File: src/rtl/button_pkg.sv
// Shared definitions for the push-button conditioner.
//   NUM_BUTTONS  number of conditioned buttons
//   BTN_*        bit index of each button in the raw/held vectors
//   btn_state_t  per-button debounce FSM state
package button_pkg;

    localparam int NUM_BUTTONS = 3;

    localparam int BTN_SEL = 0;
    localparam int BTN_GE  = 1;
    localparam int BTN_LT  = 2;

    typedef enum logic [1:0] {
        ST_IDLE       = 2'd0,
        ST_PRESS_DB   = 2'd1,
        ST_PRESSED    = 2'd2,
        ST_RELEASE_DB = 2'd3
    } btn_state_t;

endpackage

File: src/rtl/button_conditioner_if.sv
// Button bus between the board-side driver and the conditioner.
//   i_btn_raw  raw asynchronous button levels (1 = pressed)
//   o_sel      one-cycle pulse per accepted sel press
//   o_ge       one-cycle pulse per accepted ge press
//   o_lt       one-cycle pulse per accepted lt press
//   o_held     debounced level per button, same bit order as i_btn_raw
// master drives the raw levels and observes the outputs; slave is the conditioner.
// There is no handshake: pulses are single-cycle and must be consumed the cycle they appear.
interface button_conditioner_if;
    import button_pkg::*;

    logic [NUM_BUTTONS-1:0] i_btn_raw;
    logic                   o_sel;
    logic                   o_ge;
    logic                   o_lt;
    logic [NUM_BUTTONS-1:0] o_held;

    modport master (output i_btn_raw, input  o_sel, o_ge, o_lt, o_held);
    modport slave  (input  i_btn_raw, output o_sel, o_ge, o_lt, o_held);

endinterface

File: src/rtl/button_debouncer.sv
// Single-button synchronizer + debounce FSM.
//   i_clk      system clock
//   i_rst      asynchronous active-high reset
//   i_btn_raw  raw asynchronous button level
//   o_level    debounced level (1 in PRESSED and RELEASE_DB)
//   o_press    one-cycle press event on PRESS_DB -> PRESSED
//   o_state    current FSM state, exposed for debug
// SYNC_STAGES is expected to lie in 2..4.
module button_debouncer
    import button_pkg::*;
#(
    parameter int unsigned DEBOUNCE_CYCLES = 1250000,
    parameter int unsigned SYNC_STAGES     = 2
) (
    input  logic       i_clk,
    input  logic       i_rst,
    input  logic       i_btn_raw,
    output logic       o_level,
    output logic       o_press,
    output btn_state_t o_state
);

    localparam int unsigned CW      = $clog2(DEBOUNCE_CYCLES + 1);
    // The counter reaches DEBOUNCE_CYCLES-1 on the edge where it currently
    // holds DEBOUNCE_CYCLES-2; the transition is taken on that edge.
    localparam int unsigned DONE_AT = (DEBOUNCE_CYCLES >= 2) ? DEBOUNCE_CYCLES - 2 : 0;

    logic [SYNC_STAGES-1:0] sync_q;
    logic [CW-1:0]          cnt_q;
    btn_state_t             state_q;
    logic                   level;
    logic                   cnt_done;
    logic [CW-1:0]          cnt_inc;

    assign level    = sync_q[SYNC_STAGES-1];
    assign cnt_done = (cnt_q >= CW'(DONE_AT));
    // Saturating increment: the counter never wraps.
    assign cnt_inc  = (cnt_q == CW'(DEBOUNCE_CYCLES)) ? cnt_q : cnt_q + CW'(1);
    assign o_state  = state_q;

    always_ff @(posedge i_clk or posedge i_rst) begin
        if (i_rst) begin
            sync_q  <= '0;
            cnt_q   <= '0;
            state_q <= ST_IDLE;
            o_press <= 1'b0;
            o_level <= 1'b0;
        end else begin
            sync_q  <= {sync_q[SYNC_STAGES-2:0], i_btn_raw};
            o_press <= 1'b0;
            case (state_q)
                ST_IDLE: begin
                    if (level) begin
                        state_q <= ST_PRESS_DB;
                        cnt_q   <= '0;
                    end
                end
                ST_PRESS_DB: begin
                    if (!level) begin
                        state_q <= ST_IDLE;
                        cnt_q   <= '0;
                    end else if (cnt_done) begin
                        state_q <= ST_PRESSED;
                        o_press <= 1'b1;
                        o_level <= 1'b1;
                    end else begin
                        cnt_q <= cnt_inc;
                    end
                end
                ST_PRESSED: begin
                    if (!level) begin
                        state_q <= ST_RELEASE_DB;
                        cnt_q   <= '0;
                    end
                end
                ST_RELEASE_DB: begin
                    if (level) begin
                        state_q <= ST_PRESSED;
                    end else if (cnt_done) begin
                        state_q <= ST_IDLE;
                        o_level <= 1'b0;
                    end else begin
                        cnt_q <= cnt_inc;
                    end
                end
                default: begin
                    state_q <= ST_IDLE;
                    cnt_q   <= '0;
                    o_level <= 1'b0;
                end
            endcase
        end
    end

endmodule

File: src/rtl/button_conditioner.sv
// Three-button conditioner: per-button debounce plus one-hot press-pulse arbitration.
//   i_clk        system clock
//   i_rst        asynchronous active-high reset
//   bus          button_conditioner_if slave (raw levels in, pulses/held levels out)
//   o_dbg_state  packed per-button FSM states, 2 bits each, button 0 in the LSBs
// Pulse priority is sel > ge > lt. A press that loses arbitration waits in a
// one-deep pending flag; a further press on a button already pending is dropped.
module button_conditioner
    import button_pkg::*;
#(
    parameter int unsigned DEBOUNCE_CYCLES = 1250000,
    parameter int unsigned SYNC_STAGES     = 2
) (
    input  logic                     i_clk,
    input  logic                     i_rst,
    button_conditioner_if.slave      bus,
    output logic [2*NUM_BUTTONS-1:0] o_dbg_state
);

    logic [NUM_BUTTONS-1:0] level;
    logic [NUM_BUTTONS-1:0] press;
    logic [NUM_BUTTONS-1:0] pend_q;
    logic [NUM_BUTTONS-1:0] req;
    logic [NUM_BUTTONS-1:0] grant;
    btn_state_t             state [NUM_BUTTONS];

    for (genvar i = 0; i < NUM_BUTTONS; i++) begin : g_btn
        button_debouncer #(
            .DEBOUNCE_CYCLES (DEBOUNCE_CYCLES),
            .SYNC_STAGES     (SYNC_STAGES)
        ) u_debouncer (
            .i_clk     (i_clk),
            .i_rst     (i_rst),
            .i_btn_raw (bus.i_btn_raw[i]),
            .o_level   (level[i]),
            .o_press   (press[i]),
            .o_state   (state[i])
        );
        assign o_dbg_state[2*i +: 2] = state[i];
    end

    // A pending flag competes exactly like a fresh event of the same button.
    always_comb begin
        req   = pend_q | press;
        grant = '0;
        if (req[BTN_SEL]) begin
            grant[BTN_SEL] = 1'b1;
        end else if (req[BTN_GE]) begin
            grant[BTN_GE] = 1'b1;
        end else if (req[BTN_LT]) begin
            grant[BTN_LT] = 1'b1;
        end
    end

    always_ff @(posedge i_clk or posedge i_rst) begin
        if (i_rst) begin
            pend_q     <= '0;
            bus.o_sel  <= 1'b0;
            bus.o_ge   <= 1'b0;
            bus.o_lt   <= 1'b0;
            bus.o_held <= '0;
        end else begin
            pend_q     <= req & ~grant;
            bus.o_sel  <= grant[BTN_SEL];
            bus.o_ge   <= grant[BTN_GE];
            bus.o_lt   <= grant[BTN_LT];
            bus.o_held <= level;
        end
    end

endmodule

File: src/flat_wrapper.sv
// flat-port wrapper written by rule: the top's interface ports become plain ports
module button_conditioner_flat import button_pkg::*;
#(
    parameter int unsigned DEBOUNCE_CYCLES = 1250000,
    parameter int unsigned SYNC_STAGES     = 2
)
  (i_clk, i_rst, o_dbg_state, bus_i_btn_raw, bus_o_sel, bus_o_ge, bus_o_lt, bus_o_held);
  button_conditioner_if bus_i ();
  input  logic i_clk;
  input  logic i_rst;
  output logic [2*NUM_BUTTONS-1:0] o_dbg_state;
  input wire logic [$bits(bus_i.i_btn_raw)-1:0] bus_i_btn_raw;
  output wire logic [$bits(bus_i.o_sel)-1:0] bus_o_sel;
  output wire logic [$bits(bus_i.o_ge)-1:0] bus_o_ge;
  output wire logic [$bits(bus_i.o_lt)-1:0] bus_o_lt;
  output wire logic [$bits(bus_i.o_held)-1:0] bus_o_held;
  assign bus_i.i_btn_raw = bus_i_btn_raw;
  assign bus_o_sel = bus_i.o_sel;
  assign bus_o_ge = bus_i.o_ge;
  assign bus_o_lt = bus_i.o_lt;
  assign bus_o_held = bus_i.o_held;
  button_conditioner #(.DEBOUNCE_CYCLES(DEBOUNCE_CYCLES), .SYNC_STAGES(SYNC_STAGES)) u_core (.i_clk(i_clk), .i_rst(i_rst), .bus(bus_i), .o_dbg_state(o_dbg_state));
endmodule
File: config.mk
export PLATFORM = sky130hd
export DESIGN_NAME = button_conditioner_flat
export DESIGN_NICKNAME = d
export VERILOG_FILES = /design/src/rtl/button_pkg.sv /design/src/rtl/button_conditioner_if.sv /design/src/rtl/button_debouncer.sv /design/src/rtl/button_conditioner.sv /design/src/flat_wrapper.sv
export SDC_FILE = /design/constraint.sdc
export NUM_CORES = 1
export LEC_CHECK = 0
export ABC_AREA = 0
export CAP_MARGIN = 20
export CELL_PAD_IN_SITES_DETAIL_PLACEMENT = 1
export CELL_PAD_IN_SITES_GLOBAL_PLACEMENT = 1
export CORE_ASPECT_RATIO = 1.2
export CORE_UTILIZATION = 25
export CTS_CLUSTER_SIZE = 30
export DETAILED_ROUTE_END_ITERATION = 8
export GPL_TIMING_DRIVEN = 0
export PLACE_DENSITY_LB_ADDON = 0.15
export REMOVE_ABC_BUFFERS = 1
export SYNTH_ARGS = -nofsm -noshare
export SYNTH_HDL_FRONTEND = slang
export SYNTH_SLANG_ARGS = --single-unit
File: constraint.sdc
create_clock -name i_clk -period 2.6 [get_ports i_clk]
set_input_delay 0.26 -clock i_clk [delete_from_list [all_inputs] [get_ports i_clk]]
set_output_delay 0.26 -clock i_clk [all_outputs]
set_load 0.01 [all_outputs]
======== Yosys cells after proc, flatten, opt, wreduce, memory -nomap -nowiden ========
Cells that the tools add are included.
word-level totals
  word-level logic and storage cells ...... 151
  output and inout bits ................... 12
  bits in registers ....................... 90
  bits of input ports ..................... 5
cells by class
  order comparisons ....................... 3
  reduce and logical (&&, ||, !) cells .... 15
  equality and inequality tests ........... 36
  add/sub/neg operators ................... 3
  mux-type cells .......................... 71
  bitwise operators ....................... 3
operators with widths
  cell                                                 number
  two-way mux 21 bit                                   18
  case mux 21 bit (4 select lines)                     3
  adder 21 x 1 -> 21 bit, second input constant        3
  equality test 21 bit, second input constant          3
  >= comparator 21 bit, second input constant          3
  two-way mux 2 bit                                    19
  inequality test 2 bit, second input constant         18
  two-way mux 1 bit                                    25
  case mux 2 bit (4 select lines)                      3
  inequality test 3 bit, second input constant         6
  AND reduction 5 bit                                  3
  equality test 2 bit, second input constant           6
  AND reduction 4 bit                                  3
  AND reduction 3 bit                                  3
  equality test 2 x 1 -> 1 bit, second input constant  3
  logical NOT 2 bit                                    3
  case mux 1 bit (2 select lines)                      3
  nonzero test 2 bit                                   3
  bitwise AND 3 bit                                    1
  NOT 3 bit                                            1
  OR 3 bit                                             1

======== Longest topological paths before layout ========
  word-level depth ........................ 6
  gate-level depth with buffers ........... 10

======== By module ========
A second synthesis with hierarchy kept.
second synthesis, totals
  cells, all modules ...................... 596
  area total of the unflattened synthesis .. 5186.2 um^2
modules (own cells, without submodules)
  module                                              seq. area each (um^2)  area each (um^2)  cells each  instances
  button_debouncer (u_core.g_btn[0].u_debouncer ...)  675.6                  1635.3            189         2
  button_debouncer (u_core.g_btn[2].u_debouncer)      675.6                  1674.1            202         1
  button_conditioner                                  200.2                  241.5             16          1

======== Least setup slack after synthesis ========
Ideal clock, no wire load.
  path type ............................... register -> register
  start ................................... reg u_core.g_btn[1].u_debouncer.cnt_q[0]
  end ..................................... reg u_core.g_btn[1].u_debouncer.cnt_q[14]
  arrival time ............................ 2232 ps
  setup time .............................. 120 ps
  required time ........................... 2480 ps
  path slack .............................. 247 ps
  cell stages (with the launch flop) ...... 10
  buffers on the path ..................... 1
  cells stage by stage .................... dfrtp_1 -> inv_1 -> ha_1 -> o211a_1 -> o211ai_1 -> a21oi_1 -> clkbuf_1 -> nor4b_2 -> a31oi_1 -> a41o_1
between the ends
  word-level cells in the longest chain between the ends .. 5
ends and longest elaborated chain
  what                                                            line                                            source
  from (decl)                                                     button_debouncer.sv:29                          logic [CW-1:0] cnt_q;
  from (signal assigned)                                          button_debouncer.sv:67                          cnt_q <= cnt_inc;
  from (signal assigned)                                          button_debouncer.sv:83                          cnt_q <= cnt_inc;
  adder 21 x 1 -> 21 bit or equality test 21 bit (tied branches)  button_debouncer.sv:38                          assign cnt_inc = (cnt_q == CW'(DEBOUNCE_CYCLES)) ? cnt_q : cnt_q + CW'(1);
  two-way mux 21 bit                                              button_debouncer.sv:38
  two-way mux 21 bit (*)                                          button_debouncer.sv:62, button_debouncer.sv:79
  two-way mux 21 bit (on tied branches)                           button_debouncer.sv:77, button_debouncer.sv:59
  case mux 21 bit (4 select lines) (*)                            button_debouncer.sv:51                          case (state_q)
Mark *: on every way between the ends. The rest lies on a longest branch, timed or not. The select of a mux whose other input is x is not followed.
A chain may end at the register's enable or synchronous reset.

======== Final worst setup path ========
  start ................................... reg u_core.g_btn[1].u_debouncer.cnt_q[0]
  end ..................................... reg u_core.g_btn[1].u_debouncer.cnt_q[11]
The elaborated chain is that of the path after synthesis.

==> flow_summary.rst <==
.. list-table::
   :header-rows: 1

   * - Metric
     - Value
   * - Status
     - completed
   * - Floorplan row count
     - 57
   * - Power Dens Cells
     - 489 mW/mm^2
   * - Global placement routability congestion
     - 0.720
   * - Critical Path Sink Type
     - register
   * - Crit path launch
     - u_core.g_btn[1].u_debouncer.cnt_q[0]$_DFFE_PP0P_
   * - Max-Slew Margin vs Limit
     - 43.1%
   * - CP max stage cell
     - or4b_2
   * - Reg-to-reg startpoint
     - u_core.g_btn[1].u_debouncer.cnt_q[0]$_DFFE_PP0P_
   * - Post-synthesis async set-or-reset flop share
     - 100%
   * - Number of port buffers
     - 16
   * - Syn Area/Cell
     - 9.21 um^2
   * - Detailed-router iteration count before antenna repair
     - 4
   * - Minimum clock period
     - 2520 ps
   * - Data arrival time of the critical path
     - 2790 ps
   * - Overall power of the completed layout
     - 2.92 mW
   * - Effective utilization at floorplan
     - 25.5%
   * - Vertical extent of the die
     - 159 um
   * - CTS Buf Count
     - 9
   * - Max capacitance violation total
     - 0
   * - Hold Vio Cnt, Final
     - 0
   * - Unique masters post-synth
     - 71
   * - Post-DR wirelength/cell
     - 17.6 um
   * - Highest achievable clock rate
     - 0.397 GHz
   * - Setup Skew
     - 10.7 ps
   * - Count of mapped cells out of synthesis
     - 558
   * - CTS tree
     - done
   * - GR Overflow Total
     - 0
   * - Worst endpoint required time
     - 2870 ps
   * - DRC violations left
     - 0
   * - Termination of the worst setup path
     - u_core.g_btn[1].u_debouncer.cnt_q[11]$_DFFE_PP0P_
   * - Total routed wirelength
     - 14700 um
   * - Max-slew violation count
     - 0
   * - Post-CTS clock slew at the launch and capture registers of the worst setup and hold paths
     - 60 ps
   * - Commonest cells after routing, fill and taps aside
     - dfrtp_1 (87), nand2_1 (63), nor2_1 (42)
   * - Library cell used as clock root buffer
     - clkbuf_16
   * - Total of warnings raised by yosys
     - 0
   * - Final antenna-violating net count
     - 0
   * - Clock tree buffer depth
     - 2
   * - Maximum number of pins on one net before global-route repair
     - 52
   * - Worst reg-to-reg path cell count
     - 8
   * - Delay of the slowest critical-path stage
     - 710 ps
   * - Global-route wire length before repair
     - 24700 um
   * - Via count of the first global-routing pass
     - 4724
   * - Worst flop-to-flop path endpoint
     - u_core.g_btn[1].u_debouncer.cnt_q[11]$_DFFE_PP0P_
   * - Most frequently used flop master after synthesis
     - dfrtp_1
   * - Count of final setup violators
     - 0
   * - Routed vias/inst
     - 5.31
   * - Worst-Margin Slew
     - 845 ps
   * - Drt first-iter violations
     - 238
   * - Leading cell type in the layout, fill and taps excluded
     - dfrtp_1
   * - Count of hold-fix buffers inserted at cts
     - 0
   * - Worst min path class
     - input port to async pin
   * - Worst reg-to-reg setup slack
     - 80 ps
   * - Number of synthesized flops with an enable pin
     - 0
   * - Critical path, cell by cell
     - inv_1, ha_1, o211a_1, o211ai_1, a21oi_4, or4b_2, or3_1, o21ai_0
   * - Growth of design area from synthesis to finish
     - 16.0%
   * - Die footprint
     - 0.0211 mm^2
   * - Overall Global Routing Usage
     - 14.6%
   * - Clock Sinks
     - 89
   * - Max IR drop VDD
     - 0.310 mV
   * - Die span in x
     - 133 um
   * - Total standard cell area after synthesis
     - 0.00514 mm^2
   * - Startpoint kind of the worst setup timing path
     - register
   * - Fraction of final layout cells with drive strength greater than 1
     - 11.1%
   * - FF+latch count, synth
     - 89
   * - Antenna Diode Count
     - 0
   * - H-Tree Depth
     - 3
   * - Ports
     - 17
   * - Highest net fanout along the worst path
     - 8
   * - Skew-Pair Late Insertion Delay
     - 350 ps
   * - Core area
     - 0.0202 mm^2
   * - Setup TNS after final layout
     - 0 ps
   * - Final cycle utilization of the critical path
     - 96.9%
   * - Proportion of synthesized chip area in sequential cells
     - 43.3%
   * - Leak Pwr
     - 2.42 nW
   * - Worst Setup Path Type
     - register to register
   * - Detailed placement HPWL
     - 10100 um
   * - Initial antenna violation count
     - 0
   * - Final net count
     - 581
   * - Vias post-DR
     - 4430
## kinds of logic (layout without fill, tap and decap cells)
kind of cell | count (synthesis) | count (layout) | share of synthesized area, %
adders and majority gates | 9 | 9 | 2.19
DFF | 89 | 89 | 43.3
muxes | 8 | 8 | 1.70
and+or+nand+nor | 254 | 256 | 27.4
xor gates and xnor gates | 11 | 11 | 1.87
buffers and inverters | 46 | 56 | 4.19
AOI/OAI and AO/OA | 141 | 141 | 19.3
## worst min path at each step
stage	from	endpoint	slack (ps)	cells after the start
after global routing	bus_i_btn_raw[0]	u_core.g_btn[0].u_debouncer.sync_q[0]$_DFF_PP0_	340	1
after CTS	bus_i_btn_raw[2]	u_core.g_btn[2].u_debouncer.sync_q[0]$_DFF_PP0_	330	1
after global placement	u_core.g_btn[1].u_debouncer.sync_q[0]$_DFF_PP0_	u_core.g_btn[1].u_debouncer.sync_q[1]$_DFF_PP0_	330	0
after detailed placement	u_core.g_btn[1].u_debouncer.sync_q[0]$_DFF_PP0_	u_core.g_btn[1].u_debouncer.sync_q[1]$_DFF_PP0_	340	0
final	i_rst	u_core.g_btn[0].u_debouncer.cnt_q[19]$_DFFE_PP0P_	320	2
after floorplan	bus_i_btn_raw[0]	u_core.g_btn[0].u_debouncer.sync_q[0]$_DFF_PP0_	290	0
## repair_timing
| item | CTS | global route |
|---|---|---|
| buffers inserted | 0 | 6 |
| setup endpoints to repair | 54 | 36 |
| resized for setup | 11 | 9 |
| pin swaps | 2 | 7 |
| cloned | 0 | 2 |
## report_power, final
group	internal (mW)	switching, mW
clock network	0.760	0.557
logic	0.0537	0.119
registers	1.40	0.0287
## layer usage
metal	vias to the layer above	global-route usage [%]	share of wire (%)
met4	0	5.33	1.7
met2	37	24.6	49
met1	2249	18.2	47
met5	-	0	0
li1	2128	-	-
met3	16	3.09	2.6
## per-stage QoR
step	area [um^2]	instances	worst slack [ps]	util (%)	hold WS (ps)
after CTS	5860	827	1.52	29.0	328
after floorplan	4990	529	33.1	-	291
final	5960	835	80.8	29.6	316
after global routing	5960	835	-0.202	29.6	342
after detailed placement	5530	813	-462	27.4	336
after global placement	5480	810	-1740	27.2	332
## synth_stat cells, drive strengths merged (4+ instances only)
cell	instances	area (um^2)
or4	13	109
xnor2	8	70.1
a32oi	4	35.0
nor4b	4	41.3
o311ai	10	87.6
a31oi	19	119
nand2b	5	31.3
and4	5	43.8
nor3	14	70.1
o31ai	8	60.1
nand3	25	125
inv	17	63.8
dfrtp	89	2230
a21oi	24	120
clkbuf	21	78.8
buf	8	72.6
nand4	16	106
a21o	5	37.5
nand4b	4	35.0
and3	9	56.3
ha	9	113
o21a	5	37.5
mux2i	5	50.1
nor2	43	164
and2	9	56.3
or3	11	68.8
nor4	15	124
a31o	6	52.6
nand2	65	251
or2	5	33.8
o21ai	26	130
o211ai	12	90.1
## area by class of cell
| type | instances | area (um^2) |
|---|---|---|
| fillers | 2307 | 14200 |
| clock inverters | 3 | 42.5 |
| well taps | 265 | 332 |
| inverters | 17 | 66.3 |
| clock buffers | 11 | 243 |
| flip-flops and latches | 89 | 2230 |
| multi-input cells | 425 | 2800 |
| repair buffers | 25 | 248 |
## flip-flops by register name (all words and copies together) (netlist names), named ones only
name,count
u_core.g_btn.u_debouncer.sync_q,6
u_core.bus.o_held,3
u_core.bus.o_lt,1
u_core.g_btn.u_debouncer.o_state,3
u_core.bus.o_sel,1
u_core.g_btn.u_debouncer.cnt_q,63
u_core.pend_q,2
u_core.g_btn.u_debouncer.o_level,3
u_core.g_btn.u_debouncer.o_press,3
u_core.bus.o_ge,1
## worst max-delay path: cells and delay by family (launching register included)
family	cells	cell delay (ps)
and+or+nand+nor	2	1030
DFF	1	390
buffers and inverters	1	70
AOI/OAI and AO/OA	4	760
adders and majority gates	1	190
Note: power is estimated with default switching activity, not from simulation.
